## src/rtl/flight_ctrl_pkg.sv

```systemverilog
// Shared definitions for the flight-control loop sequencer: FSM state
// encoding, telemetry frame header and channel-index width helper.
package flight_ctrl_pkg;

    typedef enum logic [2:0] {
        ST_IDLE     = 3'd0,
        ST_READ     = 3'd1,
        ST_WAIT_SPI = 3'd2,
        ST_LATCH    = 3'd3,
        ST_COMMIT   = 3'd4,
        ST_TX       = 3'd5,
        ST_WAIT_TX  = 3'd6,
        ST_HOLD     = 3'd7
    } fcs_state_e;

    localparam logic [7:0] TLM_HEADER = 8'hA5;

    // Channel index needs at least one bit even for a single channel.
    function automatic int ch_w(input int n);
        return (n > 1) ? $clog2(n) : 1;
    endfunction

endpackage

```

## src/rtl/flight_ctrl_sequencer_loop_timer.sv

```systemverilog
// loop_timer: free-running PERIOD_CYC down-counter. restart reloads it; tick
// is high for the single cycle in which the count sits at zero.
module loop_timer #(
    parameter int PERIOD_CYC = 100000
) (
    input  logic clk,
    input  logic reset_n,
    input  logic restart,
    output logic tick
);

    localparam int CNT_W = (PERIOD_CYC > 1) ? $clog2(PERIOD_CYC) : 1;
    localparam logic [CNT_W-1:0] RELOAD = CNT_W'(PERIOD_CYC - 1);

    logic [CNT_W-1:0] cnt_q, cnt_d;

    // A restart in cycle t puts the count at zero exactly PERIOD_CYC cycles later.
    always_comb begin
        cnt_d = cnt_q - CNT_W'(1);
        if (restart || (cnt_q == '0)) cnt_d = RELOAD;
    end

    always_ff @(posedge clk) begin
        if (!reset_n) cnt_q <= RELOAD;
        else          cnt_q <= cnt_d;
    end

    assign tick = (cnt_q == '0);

endmodule

```

## src/rtl/flight_ctrl_sequencer.sv

```systemverilog
// Multi-channel control-loop sequencer: SPI sensor reads, atomic PWM duty
// commit, UART telemetry frame. Optional handshake watchdog: FCS_WATCHDOG_EN.
module flight_ctrl_sequencer
    import flight_ctrl_pkg::*;
#(
    parameter int NUM_CH      = 4,
    parameter int DATA_W      = 16,
    parameter int DUTY_W      = 8,
    parameter int PERIOD_CYC  = 100000,
    parameter int TIMEOUT_CYC = 1024
) (
    input  logic                       clk,
    input  logic                       reset_n,
    input  logic                       start,
    input  logic                       spi_done,
    input  logic [DATA_W-1:0]          sensor_data,
    input  logic                       uart_done,
    output logic                       spi_start,
    output logic [ch_w(NUM_CH)-1:0]    spi_ch,
    output logic                       uart_start,
    output logic [DUTY_W-1:0]          uart_data,
    output logic [NUM_CH*DUTY_W-1:0]   duty_cycle,
    output logic                       busy,
    output logic                       fault,
    output logic [15:0]                frame_cnt
);

    localparam int CH_W  = ch_w(NUM_CH);
    localparam int IDX_W = $clog2(NUM_CH + 1);
    localparam logic [CH_W-1:0]  LAST_CH  = CH_W'(NUM_CH - 1);
    localparam logic [IDX_W-1:0] LAST_IDX = IDX_W'(NUM_CH);

    fcs_state_e                      state_q, state_d;
    logic [CH_W-1:0]                 ch_q, ch_d;
    logic [IDX_W-1:0]                idx_q, idx_d;
    logic [NUM_CH-1:0][DUTY_W-1:0]   stage_q, stage_d;
    logic [NUM_CH-1:0][DUTY_W-1:0]   duty_q, duty_d;
    logic [15:0]                     frame_cnt_q, frame_cnt_d;
    logic                            spi_start_q, spi_start_d;
    logic                            uart_start_q, uart_start_d;
    logic [DUTY_W-1:0]               uart_data_q, uart_data_d;
    logic                            busy_q, busy_d;
    logic                            pend_q, pend_d;
    logic                            restart, tick;
    logic                            wd_expire;
    logic                            fault_s;
    logic                            unused_sensor;

    assign unused_sensor = ^sensor_data;

    loop_timer #(.PERIOD_CYC(PERIOD_CYC)) u_loop_timer (
        .clk     (clk),
        .reset_n (reset_n),
        .restart (restart),
        .tick    (tick)
    );

`ifdef FCS_WATCHDOG_EN
    localparam int WD_W = $clog2(TIMEOUT_CYC + 1);
    logic [WD_W-1:0] wd_cnt_q, wd_cnt_d;
    logic            fault_q, fault_d;
    logic            in_wait, wait_done;

    assign in_wait   = (state_q == ST_WAIT_SPI) || (state_q == ST_WAIT_TX);
    assign wait_done = (state_q == ST_WAIT_SPI) ? spi_done : uart_done;

    // Counter is zero on the first cycle of a wait; a done in the expiry cycle wins.
    always_comb begin
        wd_cnt_d  = in_wait ? wd_cnt_q + WD_W'(1) : '0;
        wd_expire = in_wait && (wd_cnt_q == WD_W'(TIMEOUT_CYC - 1)) && !wait_done;
        fault_d   = fault_q | wd_expire;
    end

    always_ff @(posedge clk) begin
        if (!reset_n) begin
            wd_cnt_q <= '0;
            fault_q  <= 1'b0;
        end else begin
            wd_cnt_q <= wd_cnt_d;
            fault_q  <= fault_d;
        end
    end

    assign fault_s = fault_q;
`else
    localparam int unused_timeout = TIMEOUT_CYC;
    assign wd_expire = 1'b0;
    assign fault_s   = 1'b0;
`endif

    always_comb begin
        state_d     = state_q;
        ch_d        = ch_q;
        idx_d       = idx_q;
        stage_d     = stage_q;
        duty_d      = duty_q;
        frame_cnt_d = frame_cnt_q;
        restart     = 1'b0;
        case (state_q)
            ST_IDLE: if (start && !fault_s) begin
                state_d = ST_READ;
                ch_d    = '0;
                restart = 1'b1;
            end
            ST_READ: state_d = ST_WAIT_SPI;
            // sensor_data is only guaranteed valid alongside spi_done, so capture it here.
            ST_WAIT_SPI: if (spi_done) begin
                state_d       = ST_LATCH;
                stage_d[ch_q] = sensor_data[DATA_W-1 -: DUTY_W];
            end
            ST_LATCH: if (ch_q == LAST_CH) begin
                state_d = ST_COMMIT;
            end else begin
                ch_d    = ch_q + CH_W'(1);
                state_d = ST_READ;
            end
            ST_COMMIT: begin
                duty_d  = stage_q;
                idx_d   = '0;
                state_d = ST_TX;
            end
            ST_TX: state_d = ST_WAIT_TX;
            ST_WAIT_TX: if (uart_done) begin
                if (idx_q == LAST_IDX) begin
                    frame_cnt_d = frame_cnt_q + 16'd1;
                    state_d     = ST_HOLD;
                end else begin
                    idx_d   = idx_q + IDX_W'(1);
                    state_d = ST_TX;
                end
            end
            ST_HOLD: if (tick || pend_q) begin
                if (start && !fault_s) begin
                    state_d = ST_READ;
                    ch_d    = '0;
                    restart = 1'b1;
                end else begin
                    state_d = ST_IDLE;
                end
            end
            default: state_d = ST_IDLE;
        endcase

        if (wd_expire) begin
            state_d = ST_IDLE;
            duty_d  = '0;
        end

        // A tick seen while the frame is still running lets HOLD exit at once.
        pend_d = restart ? 1'b0 : (pend_q | tick);

        spi_start_d  = (state_d == ST_READ);
        uart_start_d = (state_d == ST_TX);
        busy_d       = !((state_d == ST_IDLE) || (state_d == ST_HOLD));
        uart_data_d  = uart_data_q;
        if (state_d == ST_TX) begin
            uart_data_d = DUTY_W'(TLM_HEADER);
            for (int i = 0; i < NUM_CH; i++)
                if (idx_d == IDX_W'(i + 1)) uart_data_d = duty_d[i];
        end
    end

    always_ff @(posedge clk) begin
        if (!reset_n) begin
            state_q      <= ST_IDLE;
            ch_q         <= '0;
            idx_q        <= '0;
            stage_q      <= '0;
            duty_q       <= '0;
            frame_cnt_q  <= '0;
            spi_start_q  <= 1'b0;
            uart_start_q <= 1'b0;
            uart_data_q  <= '0;
            busy_q       <= 1'b0;
            pend_q       <= 1'b0;
        end else begin
            state_q      <= state_d;
            ch_q         <= ch_d;
            idx_q        <= idx_d;
            stage_q      <= stage_d;
            duty_q       <= duty_d;
            frame_cnt_q  <= frame_cnt_d;
            spi_start_q  <= spi_start_d;
            uart_start_q <= uart_start_d;
            uart_data_q  <= uart_data_d;
            busy_q       <= busy_d;
            pend_q       <= pend_d;
        end
    end

    assign spi_start  = spi_start_q;
    assign spi_ch     = ch_q;
    assign uart_start = uart_start_q;
    assign uart_data  = uart_data_q;
    assign duty_cycle = duty_q;
    assign busy       = busy_q;
    assign fault      = fault_s;
    assign frame_cnt  = frame_cnt_q;

endmodule

```

## config.mk

```make
export PLATFORM = sky130hd
export DESIGN_NAME = flight_ctrl_sequencer
export DESIGN_NICKNAME = d
export VERILOG_FILES = /design/src/rtl/flight_ctrl_pkg.sv /design/src/rtl/flight_ctrl_sequencer_loop_timer.sv /design/src/rtl/flight_ctrl_sequencer.sv
export SDC_FILE = /design/constraint.sdc
export NUM_CORES = 1
export LEC_CHECK = 0
export CORE_MARGIN = 2
export CORE_UTILIZATION = 25
export CTS_BUF_LIST = sky130_fd_sc_hd__clkbuf_4 sky130_fd_sc_hd__clkbuf_8 sky130_fd_sc_hd__clkbuf_16
export DETAILED_ROUTE_END_ITERATION = 16
export PLACE_DENSITY = 0.57
export SYNTH_ARGS = -nofsm -noshare
export SYNTH_HDL_FRONTEND = slang
export SYNTH_HIERARCHICAL = 1
export SYNTH_SLANG_ARGS = --single-unit
```

## constraint.sdc

```tcl
create_clock -name clk -period 2.41 [get_ports clk]
set_clock_uncertainty 0.05 [all_clocks]
set_input_delay 0.3615 -clock clk [delete_from_list [all_inputs] [get_ports clk]]
set_output_delay 0.3615 -clock clk [all_outputs]
set_load 0.02 [all_outputs]
```

[Word-level counts from Yosys, hierarchy flattened]
Index checks and enable logic that the tools add are counted.
Word-level totals
  register bits after elaboration: 117
  input port bits: 21
  output and inout port bits: 62
  word-level logic and storage cells: 84
Operators by class
  $add $sub $neg: 4
  $lt $le $gt $ge: 2
  equal/unequal tests: 18
  mux-type cells: 26
  bitwise operators: 2
  reductions and logical operators: 14
Operators by type and width (number)
  two-way mux 8 bit: 5
  bitwise mux 32 bit: 1
  two-way mux 32 bit: 1
  equality test 3 bit (second input constant): 8
  case mux 3 bit (8 select lines): 1
  two-way mux 3 bit: 7
  logical NOT 17 bit: 1
  subtractor 17 x 1 -> 17 bit (second input constant): 1
  adder 16 x 1 -> 16 bit (second input constant): 1
  demux 8 bit (select 2 bit): 1
  equality test 3 x 2 -> 1 bit (second input constant): 4
  equality test 3 x 1 -> 1 bit (second input constant): 3
  two-way mux 2 bit: 4
  logical NOT 3 bit: 2
  case mux 2 bit (3 select lines): 1
  case mux 3 bit (2 select lines): 1
  AND reduction 3 bit: 2
  != test 2 bit (second input constant): 2
  OR reduction 2 bit: 2
  adder 3 x 1 -> 3 bit (second input constant): 1
  logical OR 1 bit: 3
  < comparator 2 x 3 -> 1 bit (second input constant): 1
  two-way mux 1 bit: 3
  nonzero test 3 bit: 1
  9 further kinds: 9

[Longest topological paths before layout]
  word-level depth: 9
  depth in mapped cells: 12
  gate-level depth less buffers: 11

[Hierarchy]
Netlist, hierarchy kept.
Modules (own cells, without submodules)
  flight_ctrl_sequencer: instances 1, cells an instance 528, area each 4351.7 µm²
  loop_timer: instances 1, cells an instance 84, area each 747.0 µm²

[Least setup slack after synthesis]
OpenSTA, ideal clock, no wires.
  kind: register to register
  start: register u_loop_timer.cnt_q[8]
  end: register uart_data_q[7] (netlist: uart_data[7])
  library setup time: 0.103 ns
  arrival time: 2.292 ns
  setup slack: -0.035 ns
  stages on the path, launching flop included: 10
  buffers on the path: 0
  period minus slack after synthesis: 2.445 ns
  cell sequence: dfxtp_1 nor4_1 nand3_1 nor2_1 nor3b_2 o311a_1 o21ai_1 nor2_2 and3_1 a2111oi_2
On the way
  cells in the longest elaborated chain, start to end: 5
RTL lines
  start: declaration: line flight_ctrl_sequencer_loop_timer.sv:15  | logic [CNT_W-1:0] cnt_q, cnt_d;
  start signal: assignment: line flight_ctrl_sequencer_loop_timer.sv:25  | else cnt_q <= cnt_d;
  logical NOT 17 bit: line flight_ctrl_sequencer_loop_timer.sv:28  | assign tick = (cnt_q == '0);
  named net tick: line flight_ctrl_sequencer.sv:44  | logic restart, tick;
  logical OR 1 bit: line flight_ctrl_sequencer.sv:132  | ST_HOLD: if (tick || pend_q) begin
  two-way mux 3 bit: line flight_ctrl_sequencer.sv:132
  case mux 3 bit (8 select lines): line flight_ctrl_sequencer.sv:99  | case (state_q)
  equality test 3 bit: line flight_ctrl_sequencer.sv:156  | if (state_d == ST_TX) begin
  end signal: assignment: line flight_ctrl_sequencer.sv:185  | uart_data_q <= uart_data_d;
  end: declaration: line flight_ctrl_sequencer.sv:41  | logic [DUTY_W-1:0] uart_data_q, uart_data_d;
The timed path passes the listed nets, and every way through them passes these cells.
A chain may end at the register's enable or synchronous reset.

[Worst setup path after layout]
  start: register u_loop_timer.cnt_q[1]
  end: register uart_data_q[7] (netlist: uart_data[7])
Same word-level chain as after synthesis.

==> impl_metrics.ini <==
[timing]
tns_ns = 0
period_share_pct = 97.1
fin_ws_ns = 0.0702
min_period_ns = 2.34
final-hold-violation-count = 0
tightest_slew_ns = 0.558
slew_violations = 0
relSlewSlack_pct = 62.5
fmax_mhz = 427
setup_viol = 0

[finish]
seq_area_um2 = 2340
multi_input_area_um2 = 2610
drive_gt1_share_pct = 17.6
postLayoutCoreUtil_pct = 35.6
antenna_cells = 0
fill_cells = 2058
nNetsFinal = 761
syn2layout_area_growth_pct = 40.5

[detailed_routing]
drt-total-wl_um = 14100
vias_per_cell = 4.50
drc = 0
firstDrtPassIters = 4
drtIter0Drc = 222
dr_total_vias = 4570
drtAntennaViolNets = 0
wl_per_cell_um = 13.9

[global_route]
antenna_found_initial = 0
grt_usage_pct = 13.3
grt_start_max_net_pins = 32
grt_overflow = 0
grt_first_pass_wirelength_um = 22700
first_global_vias = 4249

[clocking]
cts_sinks = 117
cts_tree = done
numCtsBuffers = 17
clk_pin_slew_worst_paths_ns = 0.06
cts_max_path_buffers = 2
cts_hold_buf = 0
cts-root-buf = clkbuf_16
worstSkewPairLatency_ns = 0.42
htreeDepth = 4

[hold_path]
hold_depth = 2
min_path_type = reg2reg

[floorplan]
die_y_um = 147
start_util_pct = 25.4
rows = 52
ioPinCount = 83
die_area_um2 = 21600
die_w_um = 147
core-area_um2 = 20100

[yosys]
synthDistinctLibCells = 65
synth_ff_type = dfxtp_1
syn_area_um2 = 5100
ys_seq_elements = 117
yosysWarnings = 6
synth_edf_count = 0
yosysSeqAreaShare_pct = 45.9
synth_cells = 612
async_flop_share_pct = 0
avgSynthCellArea_um2 = 8.33
syn_nets = 641

[worst_setup_path]
slowest_delay_ns = 0.32
cp-end-kind = flip-flop
crit_cells = 11
crit_required_ns = 2.68
regToRegEndpoint = uart_data[7]$_SDFFE_PN0P_
reg2reg_slack_ns = 0.07
startpoint_type = flip-flop
path_class = reg2reg
cp.buffers_inverters = 2
slowest_stage = dfxtp_2
crit_arrival_ns = 2.61
path_delay_family = compound AO/OA/AOI/OAI gates
worstPathMaxFanout = 5
cp-startpoint = u_loop_timer/cnt_q[1]$_SDFF_PP1_
worstPathCellList = inv_2, ha_4, nor3b_4, nand4b_1, nor2_2, nor3b_2, o311a_1, o21ai_2, nor2_4, buf_6, a2111oi_4
rr_worst_depth = 11
worstSetupEndpoint = uart_data[7]$_SDFFE_PN0P_
reg2reg_from = u_loop_timer/cnt_q[1]$_SDFF_PP1_

[power_and_ir_drop]
p_per_area_nw_per_um2 = 645
ir_drop_mv = 0.346
finalPower_w = 0.00462
p_leak_nw = 2.61

[placed_design]
port_buffers = 73
gp_congestion = 0.769
hpwlAfterDp_um = 10500
dp_slack_ns = -0.130

[status]
status = complete, no violations

[run]
max_cap_viol_count = 0
==> synth_stat cells, types with 10 or more instances <==
cell / instances / area, µm²
or3_1: 10 / 62.6
nand3_1: 43 / 215
nor3_1: 11 / 55.1
xor2_1: 15 / 131
nand2_1: 110 / 413
a21oi_1: 74 / 370
clkbuf_1: 23 / 86.3
o21ai_0: 15 / 75.1
and3_1: 11 / 68.8
xnor2_1: 10 / 87.6
nand4_1: 10 / 62.6
dfxtp_1: 117 / 2340
inv_1: 10 / 37.5
nor2_1: 43 / 161
==> logic make-up after synthesis <==
kind of cell             count (synthesis)  synth area share [%]
AND/OR/NAND/NOR                        278                  26.9
adder cells (fa/ha/maj)                  8                  1.96
flip-flops                             117                  45.9
multiplexers                             9                  1.89
XOR/XNOR                                26                  4.83
AO/OA/AOI/OAI                          124                  14.1
other                                    1                0.0735
buffers and inverters                   49                  4.32
==> sequential cells by signal, summed over array words and instances, names as in the netlist <==
register	flops
busy	1
duty_cycle	32
frame_cnt	16
idx_q	3
pend_q	1
spi_ch	2
spi_start	1
stage_q	32
state_q	3
u_loop_timer/cnt_q	17
uart_data	8
uart_start	1
==> where the power goes <==
part	internal [W]	switching, W
clock network	0.00136	0.00104
logic	0.000113	0.000143
registers	0.00195	0.0000123
total	0.00342	0.00120
==> worst min-delay path: stages (launching register included) <==
cell,delay [ns]
dfxtp_1,0.31
nand2_1,0.05
a21oi_1,0.05
==> timing repair <==
item | CTS | global route
pin swaps | 0 | 9
endpoints found under the setup margin | 17 | 26
cloned | 0 | 0
resized for setup | 3 | 20
setup buffers | 0 | 1
==> how the worst min path moves through the flow <==
stage                                      from                                to  slack, ns
3_5_place_dp            stage_q[7]$_SDFFE_PN0P_          duty_cycle[7]$_SDFF_PN0_       0.39
5_1_grt                 stage_q[7]$_SDFFE_PN0P_          duty_cycle[7]$_SDFF_PN0_       0.42
3_3_place_gp           stage_q[17]$_SDFFE_PN0P_         duty_cycle[17]$_SDFF_PN0_       0.39
2_1_floorplan  u_loop_timer/cnt_q[0]$_SDFF_PP1_  u_loop_timer/cnt_q[0]$_SDFF_PP1_       0.33
6_report               stage_q[25]$_SDFFE_PN0P_         duty_cycle[25]$_SDFF_PN0_       0.40
4_1_cts                 stage_q[7]$_SDFFE_PN0P_          duty_cycle[7]$_SDFF_PN0_       0.40
==> metal layers <==
metal	GRT usage, %	wire [µm]	vias up
li1	-	-	2376
met1	17.7	6750	2094
met2	21.3	6640	85
met3	3.29	505	15
met4	4.37	192	0
met5	0	0	-
==> area by class of cell <==
| type | count | share of cell area, % |
|---|---|---|
| Clock buffer | 17 | 5.94 |
| Timing Repair Buffer | 139 | 17.7 |
| Multi-Input combinational cell | 446 | 36.4 |
| Clock inverter | 15 | 1.85 |
| Inverter | 11 | 0.576 |
| Tap cell | 270 | 4.72 |
| Sequential cell | 117 | 32.7 |
==> layout by cell type, fill, tap and decap left out, drive strengths merged, types with 17 or more instances in the layout <==
cell           count
nand3             43
nand2            113
dfxtp            117
inv               21
o21ai             18
a21oi             75
clkdlybuf4s50     73
nor2              46
clkbuf            17
buf               66
==> metrics by stage <==
step,cells,area (µm²),hold slack [ns]
2_1_floorplan,612,5100,0.330
3_3_place_gp,982,6530,0.389
3_5_place_dp,982,6530,0.394
4_1_cts,1014,7090,0.403
5_1_grt,1015,7160,0.421
6_report,1015,7160,0.404
Power figures use the tool's default switching activity.
==> patch 1 (same settings) <==
`ch_q`, `stage_q` and `uart_data_q` no longer have a reset.
--- a/src/rtl/flight_ctrl_sequencer.sv
+++ b/src/rtl/flight_ctrl_sequencer.sv
@@ -164,27 +164,27 @@
         if (!reset_n) begin
             state_q      <= ST_IDLE;
-            ch_q         <= '0;
             idx_q        <= '0;
-            stage_q      <= '0;
             duty_q       <= '0;
             frame_cnt_q  <= '0;
             spi_start_q  <= 1'b0;
             uart_start_q <= 1'b0;
-            uart_data_q  <= '0;
             busy_q       <= 1'b0;
             pend_q       <= 1'b0;
         end else begin
             state_q      <= state_d;
-            ch_q         <= ch_d;
             idx_q        <= idx_d;
-            stage_q      <= stage_d;
             duty_q       <= duty_d;
             frame_cnt_q  <= frame_cnt_d;
             spi_start_q  <= spi_start_d;
             uart_start_q <= uart_start_d;
-            uart_data_q  <= uart_data_d;
             busy_q       <= busy_d;
             pend_q       <= pend_d;
         end
+    end
+
+    always_ff @(posedge clk) begin
+        ch_q        <= ch_d;
+        stage_q     <= stage_d;
+        uart_data_q <= uart_data_d;
     end
 
Check against the original RTL: differs if reset_n is asserted again (counterexample within 10 cycles, from zero or initial values and one cycle with reset_n low); with reset_n held inactive, the same outputs for 10 cycles.
==> patch 1 against the original RTL <==
  * Area after synthesis down 4.0%
  * Critical path depth up 2
  * Routed wire length down 16%
  * Via count down 21%
  * Count of clock-buffer cells in the layout up 1
  * Total power about the same
  * Setup slack better by 0.11 ns
  * Sequential cell count unchanged
  * First-iteration DRC count down 48%
  * Design area down 5.7%
  * Combinational power down 25%
  * Critical path type unchanged
  * Largest power group unchanged
  * Highest routed layer is now met5
==> patch 1: results (changes against the original RTL) <==
qor: worst_hold_path.holdPathStages 1 [-1]
qor: final_layout.signal_buffers 110 [-21%]
qor: route.drt_first_pass_iters 5 [+1]
qor: run_status.run_status finished clean
qor: route.route.vias.total 3,607 [-21%]
qor: logic_synthesis.synthDistinctLibCells 63 [-3.1%]
qor: global_route.grtUsageTotal 12.2% [-1.2 points]
qor: final_layout.n_fill_cell 1,905 [-7.4%]
qor: final_layout.signal_buffer_area_fraction 15.5% [-2.3 points]
qor: critical_path.crit_path_end u_loop_timer/cnt_q[0]
qor: final_layout.inverters 14 [+3]
qor: logic_synthesis.synth_edf_count 42 [+42]
qor: logic_synthesis.syn-num-nets 471 [-27%]
qor: global_route.antenna_violations_before_repair 1 [+1]
qor: final_layout.nClkBuffers 18 [+1]
qor: route.met3WireLength 742 µm [+47%]
qor: critical_path.worst-r2r-cell-count 13 [+2]
qor: logic_synthesis.synth.yosys.seq_area_share 56.4% [+11 points]
qor: route.met2WireLength 5940 µm [-11%]
qor: global_route.grt_start_max_net_pins 36 [+13%]
qor: route.first_iter_violations 115 [-48%]
qor: power.power_leakage 2.34 nW [-10%]
qor: final_layout.final-clk-cell-share 8.13% [+0.34 points]
qor: final_layout.multiInputCombCellCount 296 [-34%]
qor: floorplan.floorplan.initialDensity 25.3% [-0.045 points]
qor: place.dp_hpwl 8440 µm [-20%]
qor: global_route.gr-usage-met3 5.03% [+1.7 points]
qor: timing.timing.max_slew.rel_slack 67.0% [+4.5 points]
qor: route.wl_per_cell 14.2 µm [+2.2%]
qor: route.route.top_layer_used met5
qor: timing.fin_ws 0.182 ns [+0.111 ns]
qor: final_layout.flip_flop_and_latch_area 0.00276 mm² [+18%]
qor: final_layout.fraction_of_area_in_multi_input_gates 29.8% [-6.7 points]
qor: worst_hold_path.min_to u_loop_timer/cnt_q[0]
qor: logic_synthesis.synth_top_cells_by_area dfxtp_1, edfxtp_1, mux2i_1
qor: power.power.ir.vdd_worst 0.000506 V [+46%]
qor: place.gpl.final_weighted_congestion 0.791 [+3.0%]
qor: route.met1Wirelength 4970 µm [-26%]
qor: power.netSwitchingPower 0.00103 W [-14%]
==> patch 1: cell types whose count changed in the layout (fill, tap and decap cells not counted), sizes merged, moves of 33 or more <==
cell,change
dfxtp,-42
edfxtp,+42
nor2,+33
nand2,-87
nand3,-33
a21oi,-67
==> patch 1: per-stage QoR <==
stage	instance area [µm²]	TNS (ns)	util, %	cells	hold slack, ns
after global routing	6750	-0.0279	34.9	833	0.391
after floorplan	4890	0	-	442	0.330
final	6750	0	34.9	833	0.369
after detailed placement	6190	-0.336	32.0	802	0.358
after CTS	6740	0	34.9	833	0.372
after global placement	6190	-0.112	32.0	802	0.344
==> patch 1: critical path, stage by stage (launching register included) <==
cell and delay [ns]:
dfxtp_1 0.36, inv_1 0.05, ha_1 0.20, nor3b_2 0.18, nand4b_1 0.12, nor2_1 0.07
nor2_1 0.16, nor3_2 0.07, o21ai_1 0.18, inv_1 0.10, nor2b_2 0.16, o21a_1 0.20
buf_4 0.15, nand2_1 0.05
==> patch 1: cells by family (layout without fill, tap and decap cells) <==
logic type,Yosys count,count (layout),share of synthesized area [%]
flip-flops,117,117,56.4
AND/OR/NAND/NOR,180,180,20.1
other,1,1,0.0766
XOR/XNOR,26,26,4.65
adder cells (fa/ha/maj),8,8,2.05
AO/OA/AOI/OAI,49,49,7.36
multiplexers,32,32,6.54
buffers and inverters,29,155,2.76
==> patch 1: power groups by stage <==
stage	Clock, W	Sequential, W	Combinational (W)
2_1_floorplan	0	0.00213	0.0000935
3_3_place_gp	0	0.00213	0.000190
3_5_place_dp	0	0.00213	0.000193
4_1_cts	0.00240	0.00209	0.000195
5_1_grt	0.00248	0.00209	0.000212
6_report	0.00233	0.00209	0.000192
==> patch 1: timing repair <==
item / CTS / global route
hold buffers: 0 / 0
gates resized for setup: 0 / 4
endpoints found under the setup margin: 0 / 20
==> patch 2 (same settings) <==
Without the edit above. `NUM_CH`: 4 -> 2.
--- a/src/rtl/flight_ctrl_sequencer.sv
+++ b/src/rtl/flight_ctrl_sequencer.sv
@@ -4,5 +4,5 @@
     import flight_ctrl_pkg::*;
 #(
-    parameter int NUM_CH      = 4,
+    parameter int NUM_CH      = 2,
     parameter int DATA_W      = 16,
     parameter int DUTY_W      = 8,
Interface: changed (resized duty_cycle and spi_ch); port bits go from 83 to 66. No check against the original RTL was run, so the function may have changed too.
==> patch 2 against the original RTL <==
  * Non-clock buffer count decreased by 64
  * Routed wire length decreased by 42%
  * Area after synthesis decreased by 30%
  * Total power decreased by 34%
  * Setup slack improved by 0.039 ns
  * Sequential cell count decreased by 34
  * Design area decreased by 33%
  * Combinational power decreased by 38%
  * Critical path type unchanged
  * Critical endpoint is now uart_data[7]
==> patch 2: results (changes against the original RTL) <==
qor: run_status.run_status finished clean
qor: critical_path.crit_path_max_fanout 9 [+4]
qor: critical_path.cp_top_family simple AND/OR/NAND/NOR gates
qor: critical_path.timing.critical_path.arrival 2.47 ns [-0.14 ns]
qor: logic_synthesis.synth.area.mux_share 8.95% [+7.1 points]
qor: place.gpl.final_weighted_congestion 0.754 [-1.9%]
qor: clock_network.clock_insertion_delay_worst_skew 0.33 ns [-0.09 ns]
qor: place.post-place-cells 610 [-38%]
qor: place.place_worst_setup_slack 0.0207 ns [+0.151 ns]
qor: place.dp_hpwl 5850 µm [-44%]
qor: clock_network.tritoncts.num_buffers 9 [-8]
qor: final_layout.n_fill_cell 1,409 [-32%]
qor: critical_path.critical_path.reg2reg.startpoint u_loop_timer/cnt_q[0]
qor: clock_network.worst_case_clock_buffer_depth 2 [unchanged]
qor: worst_hold_path.worstHoldStart uart_data[1]
qor: final_layout.share_of_cells_above_drive_strength_1 12.1% [-5.5 points]
qor: critical_path.worst-r2r-cell-count 12 [+1]
qor: logic_synthesis.yosys_warnings 6 [unchanged]
qor: final_layout.nets 467 [-39%]
qor: logic_synthesis.area_fraction_in_compound_gates_after_synthesis 9.16% [-4.9 points]
qor: global_route.grt_pass1_wl 13,500 µm [-40%]
qor: power.netSwitchingPower 0.000644 W [-46%]
qor: logic_synthesis.syn-num-nets 395 [-38%]
qor: place.port_buffers 56 [-23%]
qor: global_route.grtUsageTotal 11.4% [-1.9 points]
qor: logic_synthesis.synthDistinctLibCells 52 [-20%]
qor: timing.tightestPinTransition 0.741 ns [+0.184 ns]
qor: power.power_leakage 1.79 nW [-32%]
qor: critical_path.crit_path_end uart_data[7]
qor: logic_synthesis.post_synth_xor_area_fraction 5.63% [+0.80 points]
qor: logic_synthesis.adder_and_majority_gate_portion_of_the_synthesized_area 1.40% [-0.56 points]
qor: timing.fin_ws 0.109 ns [+0.0389 ns]
qor: logic_synthesis.netlist_top_cells_count dfxtp_1, mux2i_1, nor2b_1
qor: worst_hold_path.min_to uart_data[1]
qor: timing.fin_hold_ws 0.437 ns [+0.0332 ns]
qor: global_route.grt_start_max_net_pins 40 [+25%]
qor: route.route.vias.total 2,759 [-40%]
qor: power.power.ir.vdd_worst 0.000343 V [-0.83%]
qor: route.route.detailed.vias_per_inst 4.40 [-2.3%]
qor: route.first_iter_violations 112 [-50%]
qor: logic_synthesis.post_synth_inst_count 370 [-40%]
qor: worst_hold_path.holdPathStages 1 [-1]
-- patch 2: changes by cell type in the layout (fill, tap and decap cells not counted), moves of 29 or more --
cell,unedited run,this run
a21oi_1,74,4
buf_4,61,18
dfxtp_1,115,81
nand2_1,109,24
nand3_1,43,11
nor2b_1,2,31
-- patch 2: repair_timing --
item | CTS | global route
pin swaps | 0 | 4
gates resized for setup | 1 | 8
setup endpoints to repair | 5 | 26
hold buffers | 0 | 0
setup buffers | 0 | 1
-- patch 2: worst register-to-register path, stage by stage (launching register included) --
cell and delay (ns):
dfxtp_2 0.33, inv_1 0.04, ha_1 0.20, nor3b_4 0.16
nand4b_1 0.12, nor2_1 0.06, or2_4 0.24, nor3b_2 0.16
o21ai_2 0.17, o211ai_1 0.13, o211a_1 0.17, buf_12 0.15
a22o_1 0.20
-- patch 2: power by group through the flow --
stage               combinational (W)  sequential [W]  clock (W)
global route                 0.000174         0.00140    0.00158
global placement             0.000154         0.00143          0
detailed placement           0.000156         0.00143          0
floorplan                   0.0000844         0.00143          0
finish                       0.000158         0.00140    0.00149
CTS                          0.000157         0.00140    0.00153
-- patch 2: routing by layer --
metal	up-vias	track usage [%]	wire length, µm	part of all wire (%)
met5	-	0	0	0
met4	0	4.19	113	1.4
li1	1415	-	-	-
met3	8	3.62	302	3.7
met2	47	17.1	3670	45
met1	1289	15.4	4150	50
-- patch 2: final cells by class --
type | count | area, µm² | share of cell area (%)
multi-input cells | 261 | 1830 | 38.1
flip-flops and latches | 83 | 1660 | 34.6
repair buffers | 75 | 716 | 14.9
clock buffers | 10 | 239 | 4.97
well taps | 180 | 225 | 4.69
clock inverters | 6 | 87.6 | 1.82
inverters | 12 | 45.0 | 0.937
